$ cat src/rtl/flexbex_ibex_instr_compressor.sv
// Streaming RV32 -> RVC re-encoder that packs the resulting halfword stream
// into little-endian 32-bit words (bits [15:0] carry the earlier halfword).
module flexbex_ibex_instr_compressor #(
    parameter bit EnableCompress = 1'b1
) (
    input  logic        clk_i,
    input  logic        rst_ni,
    input  logic        in_valid_i,
    output logic        in_ready_o,
    input  logic [31:0] in_instr_i,
    input  logic        flush_i,
    output logic        out_valid_o,
    input  logic        out_ready_i,
    output logic [31:0] out_data_o,
    output logic        err_o,
    output logic        idle_o,
    output logic [15:0] cnt_c_o
);

    localparam logic [6:0]  OpcOpImm = 7'b0010011;
    localparam logic [6:0]  OpcOp    = 7'b0110011;
    localparam logic [6:0]  OpcLoad  = 7'b0000011;
    localparam logic [6:0]  OpcStore = 7'b0100011;
    localparam logic [15:0] CNop     = 16'h0001;

    // Registered state
    logic        out_valid_q;
    logic [31:0] out_data_q;
    logic        hold_q;
    logic [15:0] hold_data_q;
    logic        err_q;
    logic [15:0] cnt_q;

    // Instruction fields
    logic [6:0]  opcode;
    logic [4:0]  rd;
    logic [4:0]  rs1;
    logic [4:0]  rs2;
    logic [2:0]  funct3;
    logic [6:0]  funct7;
    logic [11:0] imm_i;
    logic [11:0] imm_s;

    assign opcode = in_instr_i[6:0];
    assign rd     = in_instr_i[11:7];
    assign funct3 = in_instr_i[14:12];
    assign rs1    = in_instr_i[19:15];
    assign rs2    = in_instr_i[24:20];
    assign funct7 = in_instr_i[31:25];
    assign imm_i  = in_instr_i[31:20];
    assign imm_s  = {in_instr_i[31:25], in_instr_i[11:7]};

    // Field qualifiers used by the compression rules
    logic is_addi;
    logic is_add;
    logic is_lw;
    logic is_sw;
    logic imm_i_fits6;
    logic imm_i_zero;
    logic rd_zero;
    logic rs2_zero;
    logic rd_prime;
    logic rs1_prime;
    logic rs2_prime;
    logic lw_sp_off_ok;
    logic lw_off_ok;
    logic sw_sp_off_ok;
    logic sw_off_ok;

    assign is_addi = (opcode == OpcOpImm) && (funct3 == 3'b000);
    assign is_add  = (opcode == OpcOp) && (funct3 == 3'b000) && (funct7 == 7'b0000000);
    assign is_lw   = (opcode == OpcLoad) && (funct3 == 3'b010);
    assign is_sw   = (opcode == OpcStore) && (funct3 == 3'b010);

    // A 12-bit signed value lies in [-32,31] when bits [11:5] are all sign copies.
    assign imm_i_fits6 = (&imm_i[11:5]) || (~|imm_i[11:5]);
    assign imm_i_zero  = (imm_i == 12'd0);
    assign rd_zero     = (rd == 5'd0);
    assign rs2_zero    = (rs2 == 5'd0);
    assign rd_prime    = (rd[4:3] == 2'b01);
    assign rs1_prime   = (rs1[4:3] == 2'b01);
    assign rs2_prime   = (rs2[4:3] == 2'b01);

    // Non-negative word-aligned offsets: 0..252 for the SP forms, 0..124 otherwise.
    assign lw_sp_off_ok = (imm_i[11:8] == 4'd0) && (imm_i[1:0] == 2'b00);
    assign lw_off_ok    = (imm_i[11:7] == 5'd0) && (imm_i[1:0] == 2'b00);
    assign sw_sp_off_ok = (imm_s[11:8] == 4'd0) && (imm_s[1:0] == 2'b00);
    assign sw_off_ok    = (imm_s[11:7] == 5'd0) && (imm_s[1:0] == 2'b00);

    logic        c_hit;
    logic [15:0] c_data;

    // NOTE: every output of a combinational block gets a default assignment
    // up front so no path through the if-chain can infer a latch.
    always_comb begin
        c_hit  = 1'b0;
        c_data = 16'h0000;
        if (is_addi && (rs1 == 5'd0) && !rd_zero && imm_i_fits6) begin
            // C.LI
            c_hit  = 1'b1;
            c_data = {3'b010, imm_i[5], rd, imm_i[4:0], 2'b01};
        end else if (is_addi && (rs1 == rd) && imm_i_fits6 &&
                     ((!rd_zero && !imm_i_zero) || (rd_zero && imm_i_zero))) begin
            // C.ADDI; addi x0,x0,0 folds naturally into C.NOP
            c_hit  = 1'b1;
            c_data = {3'b000, imm_i[5], rd, imm_i[4:0], 2'b01};
        end else if (is_add && (rs1 == 5'd0) && !rd_zero && !rs2_zero) begin
            // C.MV
            c_hit  = 1'b1;
            c_data = {4'b1000, rd, rs2, 2'b10};
        end else if (is_add && (rs1 == rd) && !rd_zero && !rs2_zero) begin
            // C.ADD
            c_hit  = 1'b1;
            c_data = {4'b1001, rd, rs2, 2'b10};
        end else if (is_lw && (rs1 == 5'd2) && !rd_zero && lw_sp_off_ok) begin
            // C.LWSP
            c_hit  = 1'b1;
            c_data = {3'b010, imm_i[5], rd, imm_i[4:2], imm_i[7:6], 2'b10};
        end else if (is_sw && (rs1 == 5'd2) && sw_sp_off_ok) begin
            // C.SWSP
            c_hit  = 1'b1;
            c_data = {3'b110, imm_s[5:2], imm_s[7:6], rs2, 2'b10};
        end else if (is_lw && rd_prime && rs1_prime && lw_off_ok) begin
            // C.LW
            c_hit  = 1'b1;
            c_data = {3'b010, imm_i[5:3], rs1[2:0], imm_i[2], imm_i[6], rd[2:0], 2'b00};
        end else if (is_sw && rs2_prime && rs1_prime && sw_off_ok) begin
            // C.SW
            c_hit  = 1'b1;
            c_data = {3'b110, imm_s[5:3], rs1[2:0], imm_s[2], imm_s[6], rs2[2:0], 2'b00};
        end
    end

    // Handshake and control
    logic legal;
    logic is_c;
    logic accept;
    logic flush_fire;

    assign legal      = (in_instr_i[1:0] == 2'b11);
    assign is_c       = EnableCompress && c_hit;
    assign in_ready_o = !out_valid_q || out_ready_i;
    assign accept     = in_valid_i && in_ready_o;
    // Padding only when nothing else is using this edge and a half-word is waiting.
    assign flush_fire = flush_i && !accept && in_ready_o && hold_q;

    // NOTE: reset is synchronous (sampled only on the clock edge), and all
    // state uses non-blocking assignments so every register updates from the
    // pre-edge values regardless of statement order.
    always_ff @(posedge clk_i) begin
        if (!rst_ni) begin
            out_valid_q <= 1'b0;
            out_data_q  <= 32'h0;
            hold_q      <= 1'b0;
            hold_data_q <= 16'h0;
            err_q       <= 1'b0;
            cnt_q       <= 16'h0;
        end else begin
            err_q <= accept && !legal;

            // A draining word is cleared here; a load below the same edge wins.
            if (out_valid_q && out_ready_i) begin
                out_valid_q <= 1'b0;
            end

            if (accept && legal) begin
                if (is_c) begin
                    if (hold_q) begin
                        out_valid_q <= 1'b1;
                        out_data_q  <= {c_data, hold_data_q};
                        hold_q      <= 1'b0;
                    end else begin
                        hold_q      <= 1'b1;
                        hold_data_q <= c_data;
                    end
                    if (cnt_q != 16'hFFFF) begin
                        cnt_q <= cnt_q + 16'd1;
                    end
                end else if (hold_q) begin
                    // Misaligned 32-bit word: low half completes the word, high half waits.
                    out_valid_q <= 1'b1;
                    out_data_q  <= {in_instr_i[15:0], hold_data_q};
                    hold_data_q <= in_instr_i[31:16];
                end else begin
                    out_valid_q <= 1'b1;
                    out_data_q  <= in_instr_i;
                end
            end else if (flush_fire) begin
                out_valid_q <= 1'b1;
                out_data_q  <= {CNop, hold_data_q};
                hold_q      <= 1'b0;
            end
        end
    end

    assign out_valid_o = out_valid_q;
    assign out_data_o  = out_data_q;
    assign err_o       = err_q;
    assign cnt_c_o     = cnt_q;
    assign idle_o      = !hold_q && !out_valid_q;

endmodule
$ cat config.mk
export PLATFORM = sky130hd
export DESIGN_NAME = flexbex_ibex_instr_compressor
export DESIGN_NICKNAME = d
export VERILOG_FILES = /design/src/rtl/flexbex_ibex_instr_compressor.sv
export SDC_FILE = /design/constraint.sdc
export NUM_CORES = 1
export LEC_CHECK = 0
export CORE_ASPECT_RATIO = 0.5
export CORE_MARGIN = 4
export CORE_UTILIZATION = 50
export DETAILED_ROUTE_END_ITERATION = 7
export PLACE_DENSITY = 0.78
export SLEW_MARGIN = 20
export SYNTH_ARGS = -nofsm -noshare
export SYNTH_HDL_FRONTEND = slang
export SYNTH_SLANG_ARGS = --single-unit
$ cat constraint.sdc
create_clock -name clk_i -period 4.1 [get_ports clk_i]
set_input_delay 0.82 -clock clk_i [delete_from_list [all_inputs] [get_ports clk_i]]
set_output_delay 0.82 -clock clk_i [all_outputs]
set_load 0.02 [all_outputs]
==> flow_summary.yaml <==
grt:
  overflow: 0
  grt_antenna_before_repair: 0
  grt_max_degree: 40
  grt_pass1_vias: 4271
  grt_pass1_wl_um: 22600
  grtUsageTotal: 0.307
timing:
  tightestPinTransition_ns: 1.02
  slew_headroom: 0.319
  hold-worst-slack_ns: 0.478
  rsz0062_at_grt: "no"
  period_minus_slack_ns: 3.78
  hold_viol: 0
  setup_viol: 0
  finalCritPeriodShare: 0.921
  max_freq_ghz: 0.265
  finalSetupTns_ns: 0
  fin_skew_ns: 0.00317
  maxSlewViolCount: 0
clock_network:
  clockBufferDepth: 2
  clock_latency_ns: 0.33
  path_clk_slew_ns: 0.06
  numClockSinks: 67
  cts_resized: 0
  cts_tree: "built"
  cts_root_buf: "clkbuf_16"
  numCtsBuffers: 9
  post-cts-setup-buffers: 0
  htreeDepth: 3
  cts_hold_buf: 0
logic_synthesis:
  seq_area_frac_synth: 0.343
  synth_top_cell_by_area: "dfxtp_1"
  ys_top_cells_by_area: "dfxtp_1, o21ai_0, a21oi_1, nand3_1, a31oi_1"
  syn_nets: 519
  synthArstFlopShare: 0
  post-synth-top-count-cell: "dfxtp_1"
  yosysUniqueCellTypes: 67
  synth_top_area_frac: 0.343
  synth.avg_cell_area_um2: 8.14
  synth_area_um2: 3910
  synth_flop_cell: "dfxtp_1"
  synth-edff-count: 0
  ys_ff_latch: 67
  yosys-top-cells-count: "dfxtp_1, o21ai_0, a21oi_1"
  syn_inst: 480
  ys_warn_count: 0
die:
  core.rowCount: 22
  fp.coreArea_um2: 7460
  die_h_um: 70.5
  ios: 89
  die_area_um2: 9380
  initial_utilization: 0.524
  fp.dieW_um: 133
pwr:
  pwr-share-seq: 0.387
  leakagePower_nw: 1.80
  pwr-share-comb: 0.131
  ir_worst_vdd_uv: 191
  powerDensity_nw_per_um2: 322
  p_int_mw: 1.32
  swShare: 0.242
  p_sw_uw: 422
  clockPowerShare: 0.482
  p_total_mw: 1.74
routing:
  ant_nets: 0
  wl_um: 14200
  drc: 0
  via_per_inst: 6.43
  drtIter0Drc: 529
  dr.pass1.iters: 7
  vias: 4480
  drt-wirelength-per-cell_um: 20.4
run:
  cap_violations: 0
min_path:
  hp-start: "hold_data_q[7]"
  hold_path.class: "reg -> reg"
  min_to: "hold_data_q[7]"
  whs_path_depth: 2
placed_design:
  io_buffers: 88
  post-dp-hpwl_um: 10400
  gp_congestion: 1.05
status:
  status: "complete, no violations"
worst_setup_path:
  start_kind: "primary input"
  required_ns: 4.32
  critical-path-slowest-cell: "nor4_1"
  max_stage_delay_ns: 0.67
  r2r-end: "cnt_c_o[15]"
  crit_type: "in -> reg"
  cp_max_fo: 33
  path_common_cell: "nand3_1"
  cp_cell_sequence: "clkdlybuf4s50_1 -> nor4_1 -> nand3_1 -> o21a_1 -> o21ba_2 -> nand3_1 -> ha_1 -> or2_2 -> nand2_1 -> buf_12 -> o21ai_0 -> a31oi_1"
  rrSetupSlack_ns: 1.64
  cp.arrival_ns: 3.99
  worst_setup_path_end_kind: "register"
  reg2reg_from: "cnt_c_o[0]"
  rr_worst_depth: 7
finish:
  drive_gt1_frac: 0.151
  final_nets: 623
  area_growth_pct: 38.8
  final_util: 0.727
  diodes: 0
  fillers: 593
-- logic make-up after synthesis --
group	share of synthesized area
AOI/OAI and AO/OA	0.316
and+or+nand+nor	0.227
DFF	0.343
buffers and inverters	0.0541
muxes	0.0397
xor gates and xnor gates	0.0135
adders and majority gates	0.00641
-- routing by layer --
layer  GRT usage  routed length (µm)  up-vias
met2       0.461                6060      279
met5           0                   0        -
li1            -                   -     2062
met4      0.0933                 262        0
met3       0.127                1820       35
met1       0.403                6060     2104
-- registers in the layout, summed over array words and instances (netlist names) --
register / count
cnt_c_o: 16
hold_q: 1
out_data_o: 32
hold_data_q: 16
out_valid_o: 1
err_o: 1
-- worst max-delay path: cells and delay by family --
| kind | cells | cell delay, ns |
|---|---|---|
| buffers and inverters | 2 | 0.73 |
| AND/OR/NAND/NOR | 5 | 1.49 |
| adder cells (fa/ha/maj) | 1 | 0.16 |
| AO/OA/AOI/OAI | 4 | 0.76 |
-- through the flow --
| step | worst slack (ns) | std cells | instance area [µm²] |
|---|---|---|---|
| 6_report | 0.324 | 697 | 5420 |
| 5_1_grt | 0.178 | 697 | 5420 |
| 4_1_cts | 0.468 | 697 | 5420 |
| 3_5_place_dp | 0.145 | 681 | 5100 |
| 3_3_place_gp | 0.245 | 681 | 5100 |
| 2_1_floorplan | 0.465 | 480 | 3910 |
-- layout by cell type (no fill, tap or decap), types with 3 or more instances in the layout --
cell type        instances
nand2b_1                 4
o21ai_0                 51
a211oi_1                12
nor2b_1                  3
buf_4                   42
mux2_2                  12
clkbuf_16                9
xnor2_1                  3
dfxtp_1                 67
nand4_1                  7
nand3_1                 35
nand2_1                 32
o21a_1                   3
or3_1                    7
clkdlybuf4s50_1         88
nor3_1                   4
o211ai_1                 4
or4_1                   10
nand4b_1                 4
inv_1                    6
nor2_1                  14
and2_1                   6
a21oi_1                 50
a31oi_1                 27
xor2_1                   3
a22o_1                   4
nor4_1                   7
o21ai_1                  6
o31ai_1                 11
-- cell type report --
type	instances	area, µm²	share of cell area
clock buffers	12	246	0.0455
clock inverters	4	73.8	0.0136
inverters	7	26.3	0.00485
multi-input cells	367	2360	0.436
flip-flops and latches	67	1340	0.247
well taps	108	135	0.0249
repair buffers	132	1240	0.228
-- power by group through the flow --
| stage | Sequential [mW] | Clock, mW | Combinational (mW) |
|---|---|---|---|
| global route | 0.677 | 0.877 | 0.241 |
| detailed placement | 0.689 | 0 | 0.222 |
| finish | 0.675 | 0.841 | 0.228 |
| CTS | 0.675 | 0.844 | 0.224 |
| global placement | 0.689 | 0 | 0.222 |
| floorplan | 0.707 | 0 | 0.0757 |
-- worst max path at each step --
stage	endpoint	startpoint	slack (ns)	depth (start not counted)
floorplan	out_data_o[16]	in_instr_i[7]	0.46	14
global placement	out_data_o[13]	in_instr_i[19]	0.25	12
detailed placement	out_data_o[16]	in_instr_i[10]	0.15	12
CTS	out_data_o[16]	in_instr_i[10]	0.47	12
global route	out_data_o[3]	in_instr_i[19]	0.18	12
finish	out_data_o[6]	in_instr_i[19]	0.32	12
(Power assumes the default switching activity.)
